==> config.mk <==
export PLATFORM = sky130hd
export DESIGN_NAME = ifu_fetch_q
export DESIGN_NICKNAME = d
export VERILOG_FILES = /design/src/rtl/ifu_fetch_q.sv
export SDC_FILE = /design/constraint.sdc
export NUM_CORES = 1
export LEC_CHECK = 0
export BUFFER_PORTS_ARGS = -buffer_cell sky130_fd_sc_hd__buf_4
export CELL_PAD_IN_SITES_DETAIL_PLACEMENT = 2
export CELL_PAD_IN_SITES_GLOBAL_PLACEMENT = 2
export CORE_UTILIZATION = 39
export DETAILED_ROUTE_END_ITERATION = 10
export GPL_TIMING_DRIVEN = 1
export PLACE_DENSITY_LB_ADDON = 0.1
export SLEW_MARGIN = 20
export SYNTH_ARGS = -nofsm -noshare
export SYNTH_HDL_FRONTEND = slang
export SYNTH_SLANG_ARGS = --single-unit
==> constraint.sdc <==
create_clock -name clk -period 7.05 [get_ports clk]
set_clock_uncertainty 0.2 [all_clocks]
set_input_delay 1.0575 -clock clk [delete_from_list [all_inputs] [get_ports clk]]
set_output_delay 1.0575 -clock clk [all_outputs]
set_load 0.01 [all_outputs]
==> src/rtl/ifu_fetch_q.sv <==
// Instruction fetch queue: issues req/gnt fetches at pc_i and buffers in-order responses for decode.
// rvalid->inst_valid_o takes 1 cycle (0 with `IFQ_BYPASS_EN); req drops once buffered+outstanding+discards reach DEPTH.
module ifu_fetch_q #(
  parameter int DEPTH  = 2,
  parameter int ADDR_W = 32,
  parameter int DATA_W = 32
) (
  input  logic              clk,
  input  logic              rstn,
  input  logic [ADDR_W-1:0] pc_i,
  output logic              pc_adv_o,
  output logic              imem_req_o,
  output logic [ADDR_W-1:0] imem_addr_o,
  input  logic              imem_gnt_i,
  input  logic              imem_rvalid_i,
  input  logic [DATA_W-1:0] imem_rdata_i,
  input  logic              flush_i,
  input  logic              hold_i,
  output logic              inst_valid_o,
  output logic [DATA_W-1:0] inst_o,
  output logic [ADDR_W-1:0] inst_addr_o,
  output logic              empty_o
);

  localparam int PW = (DEPTH > 1) ? $clog2(DEPTH) : 1;
  localparam int CW = $clog2(DEPTH + 1);
  localparam int SW = CW + 2;
  localparam logic [DATA_W-1:0] NOP = DATA_W'(32'h0000_0013);

  logic [CW-1:0]     count, outst, discard_cnt;
  logic [ADDR_W-1:0] addr_q      [DEPTH];
  logic [ADDR_W-1:0] data_addr_q [DEPTH];
  logic [DATA_W-1:0] data_inst_q [DEPTH];
  logic [PW-1:0]     a_wp, a_rp, d_wp, d_rp;

  logic [SW-1:0] occ;
  logic accept, rsp_take, rsp_drop, head_vld, byp, pop, pop_q, push;

  always_comb begin
    occ        = SW'(count) + SW'(outst) + SW'(discard_cnt);
    imem_req_o = rstn && !flush_i && (occ < SW'(DEPTH));
    accept     = imem_req_o && imem_gnt_i;
    rsp_drop   = imem_rvalid_i && (discard_cnt != '0);
    // A response with nothing outstanding is a protocol error and is ignored.
    rsp_take   = imem_rvalid_i && (discard_cnt == '0) && (outst != '0);
    head_vld   = (count != '0);
`ifdef IFQ_BYPASS_EN
    byp        = rsp_take && !head_vld;
`else
    byp        = 1'b0;
`endif
    inst_valid_o = head_vld || byp;
    inst_o       = NOP;
    inst_addr_o  = '0;
    if (head_vld) begin
      inst_o      = data_inst_q[d_rp];
      inst_addr_o = data_addr_q[d_rp];
    end else if (byp) begin
      inst_o      = imem_rdata_i;
      inst_addr_o = addr_q[a_rp];
    end
    pop   = inst_valid_o && !hold_i && !flush_i;
    pop_q = pop && head_vld;
    // A bypassed response consumed in the same cycle never enters the buffer.
    push  = rsp_take && !(byp && pop);
    pc_adv_o    = accept;
    imem_addr_o = pc_i;
    empty_o     = (count == '0) && (outst == '0) && (discard_cnt == '0);
  end

  always_ff @(posedge clk or negedge rstn) begin
    if (!rstn) begin
      count       <= '0;
      outst       <= '0;
      discard_cnt <= '0;
      a_wp        <= '0;
      a_rp        <= '0;
      d_wp        <= '0;
      d_rp        <= '0;
    end else if (flush_i) begin
      // Everything still in flight at the old pc must be absorbed later.
      count       <= '0;
      outst       <= '0;
      discard_cnt <= discard_cnt - CW'(rsp_drop) + outst - CW'(rsp_take);
      a_wp        <= '0;
      a_rp        <= '0;
      d_wp        <= '0;
      d_rp        <= '0;
    end else begin
      count       <= count + CW'(push) - CW'(pop_q);
      outst       <= outst + CW'(accept) - CW'(rsp_take);
      discard_cnt <= discard_cnt - CW'(rsp_drop);
      if (accept)   a_wp <= a_wp + PW'(1);
      if (rsp_take) a_rp <= a_rp + PW'(1);
      if (push)     d_wp <= d_wp + PW'(1);
      if (pop_q)    d_rp <= d_rp + PW'(1);
    end
  end

  always_ff @(posedge clk) begin
    if (accept) addr_q[a_wp] <= pc_i;
    if (push && !flush_i) begin
      data_addr_q[d_wp] <= addr_q[a_rp];
      data_inst_q[d_wp] <= imem_rdata_i;
    end
  end

  a_no_orphan_rsp: assert property (@(posedge clk) disable iff (!rstn)
    !(imem_rvalid_i && (outst == '0) && (discard_cnt == '0)));

endmodule

==> results of run 1 <==
## report_power, final
group          internal (W)  total [W]  leakage [nW]  switching [W]
combinational      0.000166   0.000355          1.51       0.000189
clock              0.000650    0.00109         0.333       0.000442
sequential          0.00137    0.00140          1.86      0.0000289
total               0.00218    0.00284          3.70       0.000660
## cell usage after synthesis (all sizes together)
cell type / n
a21o: 1
a21oi: 3
and2: 1
and3: 1
and4: 1
buf: 48
clkbuf: 3
dfrtp: 10
edfxtp: 192
fa: 1
ha: 9
inv: 12
mux2: 32
mux2i: 66
nand2: 5
nand2b: 1
nor2: 66
nor2b: 4
nor3: 3
nor3b: 1
o21a: 1
o21ai: 3
or2: 1
or3: 3
or3b: 1
xnor2: 3
xor2: 3
xor3: 1
## cell type report
| type | instances | area, sq um | area share |
|---|---|---|---|
| Tap cell | 270 | 338 | 0.0334 |
| Sequential cell | 202 | 6020 | 0.595 |
| Clock buffer | 31 | 626 | 0.0618 |
| Multi-Input combinational cell | 211 | 1690 | 0.167 |
| Inverter | 12 | 45.0 | 0.00445 |
| Clock inverter | 7 | 55.1 | 0.00544 |
| Timing Repair Buffer | 176 | 1350 | 0.134 |
## sequential cells by signal, summed over array words and instances, names as in the netlist
| signal | flops |
|---|---|
| d_rp | 1 |
| a_wp | 1 |
| d_wp | 1 |
| data_addr_q | 64 |
| a_rp | 1 |
| outst | 2 |
| data_inst_q | 64 |
| count | 2 |
| addr_q | 64 |
| discard_cnt | 2 |
## kinds of logic after synthesis
logic type                 Yosys count
AOI/OAI and AO/OA                    8
xor gates and xnor gates             7
adders and majority gates           10
buffers and inverters               63
DFF                                202
muxes                               98
and+or+nand+nor                     88
## worst max-delay path by stage
| stage | from | to | slack [ns] | cells after the start |
|---|---|---|---|---|
| detailed placement | count[1]$_DFF_PN0_ | addr_q[0][10]$_DFFE_PP_ | 3.63 | 7 |
| global placement | count[1]$_DFF_PN0_ | addr_q[0][10]$_DFFE_PP_ | 3.75 | 7 |
| floorplan | imem_rvalid_i | data_addr_q[0][0]$_DFFE_PP_ | 0.25 | 3 |
| CTS | count[1]$_DFF_PN0_ | pc_adv_o | 3.23 | 7 |
| finish | count[1]$_DFF_PN0_ | pc_adv_o | 3.29 | 7 |
| global route | count[1]$_DFF_PN0_ | pc_adv_o | 3.16 | 7 |
## layer usage
metal | track usage | wire length [microns]
met3 | 0.0304 | 793
met2 | 0.321 | 9630
met1 | 0.210 | 7530
met4 | 0.0416 | 259
met5 | 0 | 0
## placed cells by master (no fill, tap or decap), drive strengths merged
master / count
and4: 1
nor3: 3
bufinv: 1
nor3b: 1
or2: 1
nor2: 66
xor3: 1
nand2b: 1
a21o: 1
and2: 1
fa: 1
nand2: 5
edfxtp: 192
mux2i: 66
or3: 3
and3: 1
inv: 12
dfrtp: 10
or3b: 1
xor2: 3
o21a: 1
buf: 176
ha: 9
clkinv: 6
nor2b: 4
xnor2: 3
a21oi: 3
mux2: 32
o21ai: 3
clkbuf: 31
## metrics by stage
step	cells	power, W	utilization	area [sq um]
after global placement	869	0.00176	0.464	9400
after CTS	909	0.00288	0.500	10100
final	909	0.00284	0.500	10100
after global routing	909	0.00295	0.500	10100
after detailed placement	871	0.00179	0.467	9450
after floorplan	476	0.00161	-	8050
==> out/qor.csv, run 1 <==
stage;metric;value;unit
synthesis;Compound-Gate Fraction of Synth Area;0.00560;
placement;Final GP Congestion;0.725;
setup_path;Critical Path Slowest Stage Cell;fa_1;
job;MaxCap Viol Count;0;
final_layout;diode count;0;
setup_path;slowest stage delay, CP;0.54;ns
clock_network;post-cts repair resize count;0;
synthesis;Synth Instances;476;
status;run status;complete, no violations;
sta;final slew viol count;0;
grt;vias in the first global route;4943;
die;die area;0.0212;sq mm
setup_path;most used cell, CP;inv_1;
setup_path;Crit Path Class;reg -> out;
final_layout;fill cell count;1865;
synthesis;XOR/XNOR Fraction of Synth Area;0.00949;
final_layout;Syn-to-layout area delta;25.8;%
placement;Final HPWL DP;12000;microns
sta;fin crit period;3.76;ns
synthesis;mux contribution to synthesized area;0.127;
synthesis;yosys warns;0;
setup_path;Critical Path AT;2.50;ns
route;1st-pass router iterations;4;
synthesis;simple-gate share of the synthesized area;0.0479;
synthesis;area leader, netlist;edfxtp_1;
route;DR vias/cell;4.81;
synthesis;Yosys cell types;30;
clock_network;htree depth;1;
route;DRC Markers;0;
clock_network;Root Driver;clkbuf_16;
setup_path;Worst Path Buf+Inv;3;
die;I/O Pins;170;
route;ANT nets after route;0;
grt;first-pass GRT wire length;28100;microns
clock_network;Hold Buf Count CTS;0;
min_path;Hold WC Path Type;in -> async;
grt;largest net degree at the start of global routing;49;
die;Site Rows;52;
clock_network;Longest Clk Path Bufs;3;
clock_network;CTS Buf Count;22;
die;DIE HEIGHT;146;microns
sta;Fin Setup TNS;0;ns
sta;RSZ-0062 raised after global routing;false;
sta;endpoints failing hold;0;
pwr;Pwr Density;281;mW/mm^2
sta;Slew @ Worst Pin;1.04;ns
pwr;Leak;3.70;nW
synthesis;Synth area leaders;edfxtp_1 72%, mux2i_1 8.2%, mux2_2 4.5%;
final_layout;share of cells above drive strength 1;0.383;
grt;number of antenna violations at the first check in global routing;0;
pwr;VDD IR max;0.000239;V
sta;period utilization;0.533;
setup_path;worst-path cell chain;inv_1 -> fa_1 -> inv_1 -> ha_1 -> nor2_1 -> and4_1 -> buf_4;
die;Initial Util;0.398;
setup_path;crit path capture type;output pin;
synthesis;share of the synthesized area in the top cell type;0.717;
setup_path;CP top delay family;adder cells;
route;First DRT Iteration DRCs;134;
placement;pre-CTS WS;3.63;ns
setup_path;Worst EP required;5.79;ns
route;final wirelength;18200;microns
synthesis;largest family of logic cells by synthesized area;multiplexers;
setup_path;reg-to-reg critical path endpoint;addr_q[0][13]$_DFFE_PP_;
synthesis;Adder-Cell Fraction of Synth Area;0.0165;
sta;Setup violations, final;0;
synthesis;Syn Area/Cell;16.9;sq um
clock_network;Setup Buffers After CTS;0;
synthesis;Seq/Total Area, Yosys;0.748;
clock_network;clk slew on worst S/H paths;0.06;ns
die;area of the core;0.0202;sq mm
setup_path;CP startpoint kind;flop;
route;detailed-route via count;4369;
placement;I/O Buffers;169;
grt;Tot GR Track Use;0.174;
route;routed len/inst;20.0;microns
die;Die Width;146;microns
sta;Slew HR;0.303;
clock_network;CTS tree;yes;
synthesis;Synth Register Bits;202;
final_layout;# nets final;705;
sta;final hold slack;0.190;ns
setup_path;R2R cell count;7;
clock_network;CTS sink count;202;
synthesis;Synth Cell Area;0.00805;sq mm
sta;Final WS setup;3.29;ns
grt;total congestion overflow;0;
setup_path;RR Startpoint;count[1]$_DFF_PN0_;
setup_path;crit path max fanout;5;
setup_path;worst reg2reg setup slack;3.72;ns
clock_network;Worst-Skew Late Latency;0.49;ns
sta;Max Clock Freq;266;MHz
synthesis;syn nets;556;
Power figures use the tool's default switching activity.
==> inputs of run 2 (changes only) <==
Clock period 7.05 ns to 3.48 ns, I/O delays scaled along.
==> run 2 against run 1 <==
Effect of this change:
- final cell count grew 1.8%
- non-clock buffer count grew 13
- hold slack got worse by 0.17 ns
- highest routed layer unchanged
- worst setup slack lost 3.0 ns
- critical path type unchanged
- combinational power increased by 100%
==> out/qor.csv, run 2 (same netlist as run 1, synthesis figures left out) <==
stage;metric;value;unit;change
placement;pre-CTS WS;0.656;ns;-2.97 ns
pwr;Pwr Density;577;mW/mm^2;+110%
pwr;Flop pwr share;0.474;;-0.017
placement;Final HPWL DP;11700;microns;-2.2%
sta;Final WS setup;0.246;ns;-3.05 ns
clock_network;CTS sink count;202;;unchanged
setup_path;most used cell, CP;inv_1;;
placement;I/O Buffers;169;;unchanged
pwr;Leak;3.81;nW;+2.9%
clock_network;htree depth;1;;unchanged
setup_path;Critical Path Slowest Stage Cell;fa_1;;
sta;Slew @ Worst Pin;0.857;ns;-0.187 ns
sta;Max Clock Freq;309;MHz;
sta;Setup violations, final;0;;unchanged
setup_path;slowest stage delay, CP;0.54;ns;about the same
route;DRC Markers;0;;unchanged
route;final wirelength;18600;microns;+2.1%
job;MaxCap Viol Count;0;;unchanged
setup_path;CP startpoint kind;flop;;
clock_network;clk slew on worst S/H paths;0.06;ns;about the same
route;DR vias/cell;4.80;;-0.22%
sta;fin crit period;3.23;ns;
final_layout;share of cells above drive strength 1;0.383;;about the same
placement;Final GP Congestion;0.711;;-1.9%
setup_path;crit path max fanout;5;;unchanged
sta;Slew HR;0.429;;+0.126
final_layout;Syn-to-layout area delta;29.0;%;
grt;first-pass GRT wire length;29100;microns;+3.4%
pwr;Clock power frac;0.405;;+0.021
grt;total congestion overflow;0;;unchanged
pwr;sw power;0.00137;W;+110%
status;run status;complete, no violations;;
final_layout;most common cell after layout, fill and taps aside;edfxtp_1;;
die;DIE HEIGHT;146;microns;unchanged
route;detailed-route via count;4436;;+1.5%
setup_path;Worst Path Buf+Inv;3;;unchanged
route;First DRT Iteration DRCs;106;;-21%
final_layout;Finished Cell Area;0.0104;sq mm;+2.5%
clock_network;Setup Buffers After CTS;0;;unchanged
setup_path;worst-path cell chain;inv_1 -> fa_1 -> inv_1 -> ha_1 -> nor2_1 -> and4_1 -> buf_4;;
clock_network;Hold Buf Count CTS;12;;+12
grt;vias in the first global route;5109;;+3.4%
setup_path;crit path capture type;output pin;;
die;area of the core;0.0202;sq mm;unchanged
sta;Fin Setup TNS;0;ns;unchanged
sta;endpoints failing hold;0;;unchanged
final_layout;# nets final;719;;+2.0%
setup_path;Critical Path AT;2.51;ns;about the same
final_layout;commonest cells after routing, fill and taps aside;192 x edfxtp_1, 170 x buf_4, 66 x mux2i_1;;
route;ANT nets after route;0;;unchanged
clock_network;Worst-Skew Late Latency;0.49;ns;about the same
die;die area;0.0212;sq mm;unchanged
pwr;Internal Pwr Total;0.00462;W;+110%
grt;largest net degree at the start of global routing;65;;+33%
sta;RSZ-0062 raised after global routing;false;;
die;I/O Pins;170;;unchanged
final_layout;diode count;0;;unchanged
die;Die Width;146;microns;unchanged
clock_network;Longest Clk Path Bufs;3;;unchanged
clock_network;post-cts repair resize count;0;;unchanged
die;Initial Util;0.398;;unchanged
clock_network;CTS tree;yes;;
route;1st-pass router iterations;4;;unchanged
placement;Area after DPL;0.00949;sq mm;+0.52%
final_layout;biggest regs;addr_q: 64 flops, data_addr_q: 64 flops, data_inst_q: 64 flops;;
pwr;switch share;0.228;;-0.00390
grt;Tot GR Track Use;0.178;;+0.00435
setup_path;Crit Path Class;reg -> out;;
setup_path;Worst EP required;2.76;ns;-3.03 ns
die;Site Rows;52;;unchanged
final_layout;fill cell count;1861;;-0.21%
pwr;VDD IR max;0.000402;V;+68%
sta;period utilization;0.929;;
setup_path;CP top delay family;adder cells;;
clock_network;Root Driver;clkbuf_16;;
clock_network;CTS Buf Count;23;;+4.5%
sta;final slew viol count;0;;unchanged
min_path;Hold WC Path Type;in -> reg;;
route;routed len/inst;20.1;microns;+0.36%
grt;number of antenna violations at the first check in global routing;0;;unchanged
pwr;Gate power share;0.121;;-0.004
## run 2: cell types whose count changed in the layout (fill, tap and decap cells not counted), moves of 3 or more
cell | previous run | this run
clkbuf_1 | 6 | 3
clkinv_2 | 2 | 7
dlygate4sd3_1 | 0 | 13
buf_12 | 1 | 6
buf_4 | 174 | 170
bufinv_16 | 1 | 4
## run 2: metal layers
metal  global-route usage  part of all wire  up-vias
met5                    0                 0        -
li1                     -                 -     2046
met1                0.216              0.41     2247
met2                0.332              0.54      124
met3               0.0260             0.037       19
met4               0.0416             0.013        0
## run 2: final timing paths
path                                   startpoint                          end  slack [ns]  cells after the start
max                            count[1]$_DFF_PN0_                     pc_adv_o        0.25                      7
min                               imem_rdata_i[4]  data_inst_q[1][4]$_DFFE_PP_        0.02                      1
max reg2reg                    count[1]$_DFF_PN0_      addr_q[0][31]$_DFFE_PP_        0.64                      8
min reg2reg                addr_q[1][0]$_DFFE_PP_  data_addr_q[1][0]$_DFFE_PP_        0.36                      1
max in group asynchronous                    rstn             d_rp$_DFFE_PN0P_        2.68                      2
min in group asynchronous                    rstn             a_rp$_DFFE_PN0P_        0.22                      2
## run 2: layout make-up
type                    count  area, sq um  share of cell area
flip-flops and latches    202         6020               0.580
clock inverters            15          170              0.0164
clock buffers              26          587              0.0565
multi-input cells         211         1690               0.163
repair buffers            189         1530               0.147
inverters                  12         45.0             0.00434
well taps                 270          338              0.0325
## run 2: power groups by stage
| stage | clock, W | sequential (W) | combinational (W) |
|---|---|---|---|
| floorplan | 0 | 0.00285 | 0.000418 |
| CTS | 0.00250 | 0.00285 | 0.000747 |
| finish | 0.00243 | 0.00284 | 0.000723 |
| global placement | 0 | 0.00289 | 0.000681 |
| global route | 0.00258 | 0.00285 | 0.000792 |
| detailed placement | 0 | 0.00290 | 0.000721 |
## run 2: per-stage QoR
step / hold slack (ns) / utilization / power (W) / instances
6_report: 0.0224 / 0.513 / 0.00599 / 925
5_1_grt: 0.00239 / 0.513 / 0.00623 / 925
4_1_cts: 0.0000107 / 0.513 / 0.00609 / 924
3_5_place_dp: 0.172 / 0.469 / 0.00362 / 871
3_3_place_gp: 0.169 / 0.469 / 0.00357 / 871
2_1_floorplan: 0.0264 / - / 0.00327 / 476
==> inputs of run 3 (changes only) <==
Settings changed: CORE_ASPECT_RATIO from default to 0.8.
==> run 3 against run 2 <==
Effect of this change:
- final cell count is 0.76% lower
- core utilization is 0.11 points higher
- sequential power hardly changed
- sequential share of layout area is 0.47 points higher
- clock power is 7% lower
- worst setup slack worse by 0.047 ns
- clock-buffer cell count is 1 lower
- first-iteration DRC count is 69% higher
- critical endpoint unchanged
- global-route usage is 0.12 points lower
- cell area is 0.80% lower
==> out/qor.csv, run 3 (same netlist as run 1, synthesis figures left out) <==
stage;metric;value;unit;change
clock_network;Worst-Skew Late Latency;0.50;ns;about the same
pwr;switch share;0.233;;+0.00480
route;DRC Markers;0;;unchanged
pwr;VDD IR max;0.000315;V;-22%
die;Die Width;163;microns;+12%
min_path;Hold WC Path Type;in -> reg;;
final_layout;diode count;0;;unchanged
pwr;Flop pwr share;0.487;;+0.013
die;Initial Util;0.402;;+0.00407
placement;Placed Cells;868;;-0.34%
setup_path;most used cell, CP;inv_1;;
pwr;Gate power share;0.125;;+0.004
grt;number of antenna violations at the first check in global routing;0;;unchanged
sta;final slew viol count;0;;unchanged
clock_network;CTS tree;yes;;
die;Site Rows;46;;-12%
pwr;Clock power frac;0.388;;-0.017
grt;total congestion overflow;0;;unchanged
placement;Final HPWL DP;12100;microns;+3.2%
clock_network;Longest Clk Path Bufs;3;;unchanged
die;area of the core;0.0200;sq mm;-1.0%
setup_path;Crit Path Class;reg -> out;;
route;detailed-route via count;4419;;-0.38%
sta;fin crit period;3.28;ns;+0.0472 ns
sta;Max Clock Freq;305;MHz;-1.4%
final_layout;Syn-to-layout area delta;28.0;%;
final_layout;most common cell after layout, fill and taps aside;edfxtp_1;;
clock_network;htree depth;1;;unchanged
setup_path;worst-path cell chain;inv_1 -> fa_1 -> inv_1 -> ha_1 -> nor2_1 -> and4_1 -> buf_4;;
clock_network;CTS Buf Count;21;;-8.7%
pwr;Pwr Density;567;mW/mm^2;-1.8%
sta;Fin Setup TNS;0;ns;unchanged
setup_path;Worst EP required;2.76;ns;about the same
route;DR vias/cell;4.81;;+0.38%
job;MaxCap Viol Count;0;;unchanged
final_layout;commonest cells after routing, fill and taps aside;192 x edfxtp_1, 175 x buf_4, 66 x mux2i_1;;
clock_network;clk slew on worst S/H paths;0.06;ns;about the same
setup_path;slowest stage delay, CP;0.55;ns;about the same
die;DIE HEIGHT;130;microns;-10%
sta;Setup violations, final;0;;unchanged
grt;first-pass GRT wire length;28000;microns;-3.5%
final_layout;share of cells above drive strength 1;0.384;;+0.000586
sta;final hold slack;0.0207;ns;-0.00167 ns
pwr;Final Power;0.00584;W;-2.6%
setup_path;Critical Path AT;2.56;ns;+0.05 ns
route;ANT nets after route;0;;unchanged
placement;Final GP Congestion;0.736;;+3.5%
setup_path;crit path max fanout;5;;unchanged
clock_network;CTS sink count;202;;unchanged
pwr;Leak;3.77;nW;-0.97%
status;run status;complete, no violations;;
pwr;Internal Pwr Total;0.00448;W;-3.2%
setup_path;Critical Path Slowest Stage Cell;fa_1;;
setup_path;crit path capture type;output pin;;
final_layout;# nets final;719;;unchanged
route;final wirelength;18800;microns;+1.2%
sta;endpoints failing hold;0;;unchanged
sta;period utilization;0.943;;+0.0136
sta;Slew @ Worst Pin;0.835;ns;-0.0215 ns
route;First DRT Iteration DRCs;179;;+69%
clock_network;Root Driver;clkbuf_16;;
route;routed len/inst;20.5;microns;+2.0%
final_layout;non-filler instance count after layout;918;;-0.76%
die;die area;0.0212;sq mm;about the same
grt;Tot GR Track Use;0.177;;-0.00124
route;1st-pass router iterations;5;;+1
sta;Slew HR;0.442;;+0.0130
pwr;sw power;0.00136;W;-0.52%
final_layout;biggest regs;addr_q: 64 flops, data_addr_q: 64 flops, data_inst_q: 64 flops;;
setup_path;CP startpoint kind;flop;;
placement;I/O Buffers;169;;unchanged
final_layout;Util after Layout;0.514;;+0.00113
die;I/O Pins;170;;unchanged
grt;vias in the first global route;5008;;-2.0%
sta;RSZ-0062 raised after global routing;false;;
grt;largest net degree at the start of global routing;44;;-32%
## run 3: changes by cell type in the layout (fill, tap and decap cells not counted)
cell	before	now
dlygate4sd3_1	13	12
clkinv_2	7	3
clkbuf_8	0	1
bufinv_16	4	3
inv_6	0	1
buf_12	6	4
buf_4	170	175
clkinvlp_4	0	2
clkbuf_16	23	21
## run 3: path summary, 6_finish.rpt
check	startpoint	slack (ns)	to	cells past startpoint
setup / recovery	count[1]$_DFF_PN0_	0.20	pc_adv_o	7
hold / removal	imem_rdata_i[24]	0.02	data_inst_q[1][24]$_DFFE_PP_	1
setup reg to reg	count[1]$_DFF_PN0_	0.37	addr_q[0][17]$_DFFE_PP_	8
hold reg to reg	addr_q[0][28]$_DFFE_PP_	0.37	data_addr_q[1][28]$_DFFE_PP_	1
max in group asynchronous	rstn	2.68	d_rp$_DFFE_PN0P_	2
min in group asynchronous	rstn	0.22	d_wp$_DFFE_PN0P_	2
## run 3: power groups by stage
stage / logic [W] / clock network [W] / registers [W]
after floorplan: 0.000418 / 0 / 0.00285
after global placement: 0.000690 / 0 / 0.00288
after detailed placement: 0.000733 / 0 / 0.00289
after CTS: 0.000746 / 0.00233 / 0.00284
after global routing: 0.000796 / 0.00241 / 0.00285
final: 0.000730 / 0.00227 / 0.00284
## run 3: stage by stage
step	setup slack (ns)	cell area [sq um]
floorplan	0.00174	8070
detailed placement	0.391	9480
finish	0.199	10300
global placement	0.516	9480
CTS	0.176	10200
global route	0.0712	10300
## run 3: per-layer routing
layer / up-vias / global-route usage / wire (microns)
met5: - / 0 / 0
li1: 2038 / - / -
met4: 0 / 0.0418 / 340
met3: 22 / 0.0287 / 781
met1: 2235 / 0.211 / 7800
met2: 124 / 0.334 / 9900
## run 3: critical path: cells and delay by family (launching register included)
kind | cells | cell delay [ns]
fa+ha+maj | 2 | 0.83
flops | 1 | 0.42
buf+inv | 3 | 0.33
simple gates | 2 | 0.50
## run 3: layout make-up
class,instances,area (sq um)
Fill cell,1844,9730
Timing Repair Buffer,191,1510
Clock inverter,13,144
Inverter,12,45.0
Multi-Input combinational cell,211,1690
Sequential cell,202,6020
Tap cell,264,330
Clock buffer,25,551
## run 3: repair_timing
item / 4_1_cts / 5_1_grt
hold endpoints to repair: 19 / 10
gates resized for setup: 0 / 0
hold buffers: 7 / 5
setup buffers: 0 / 0
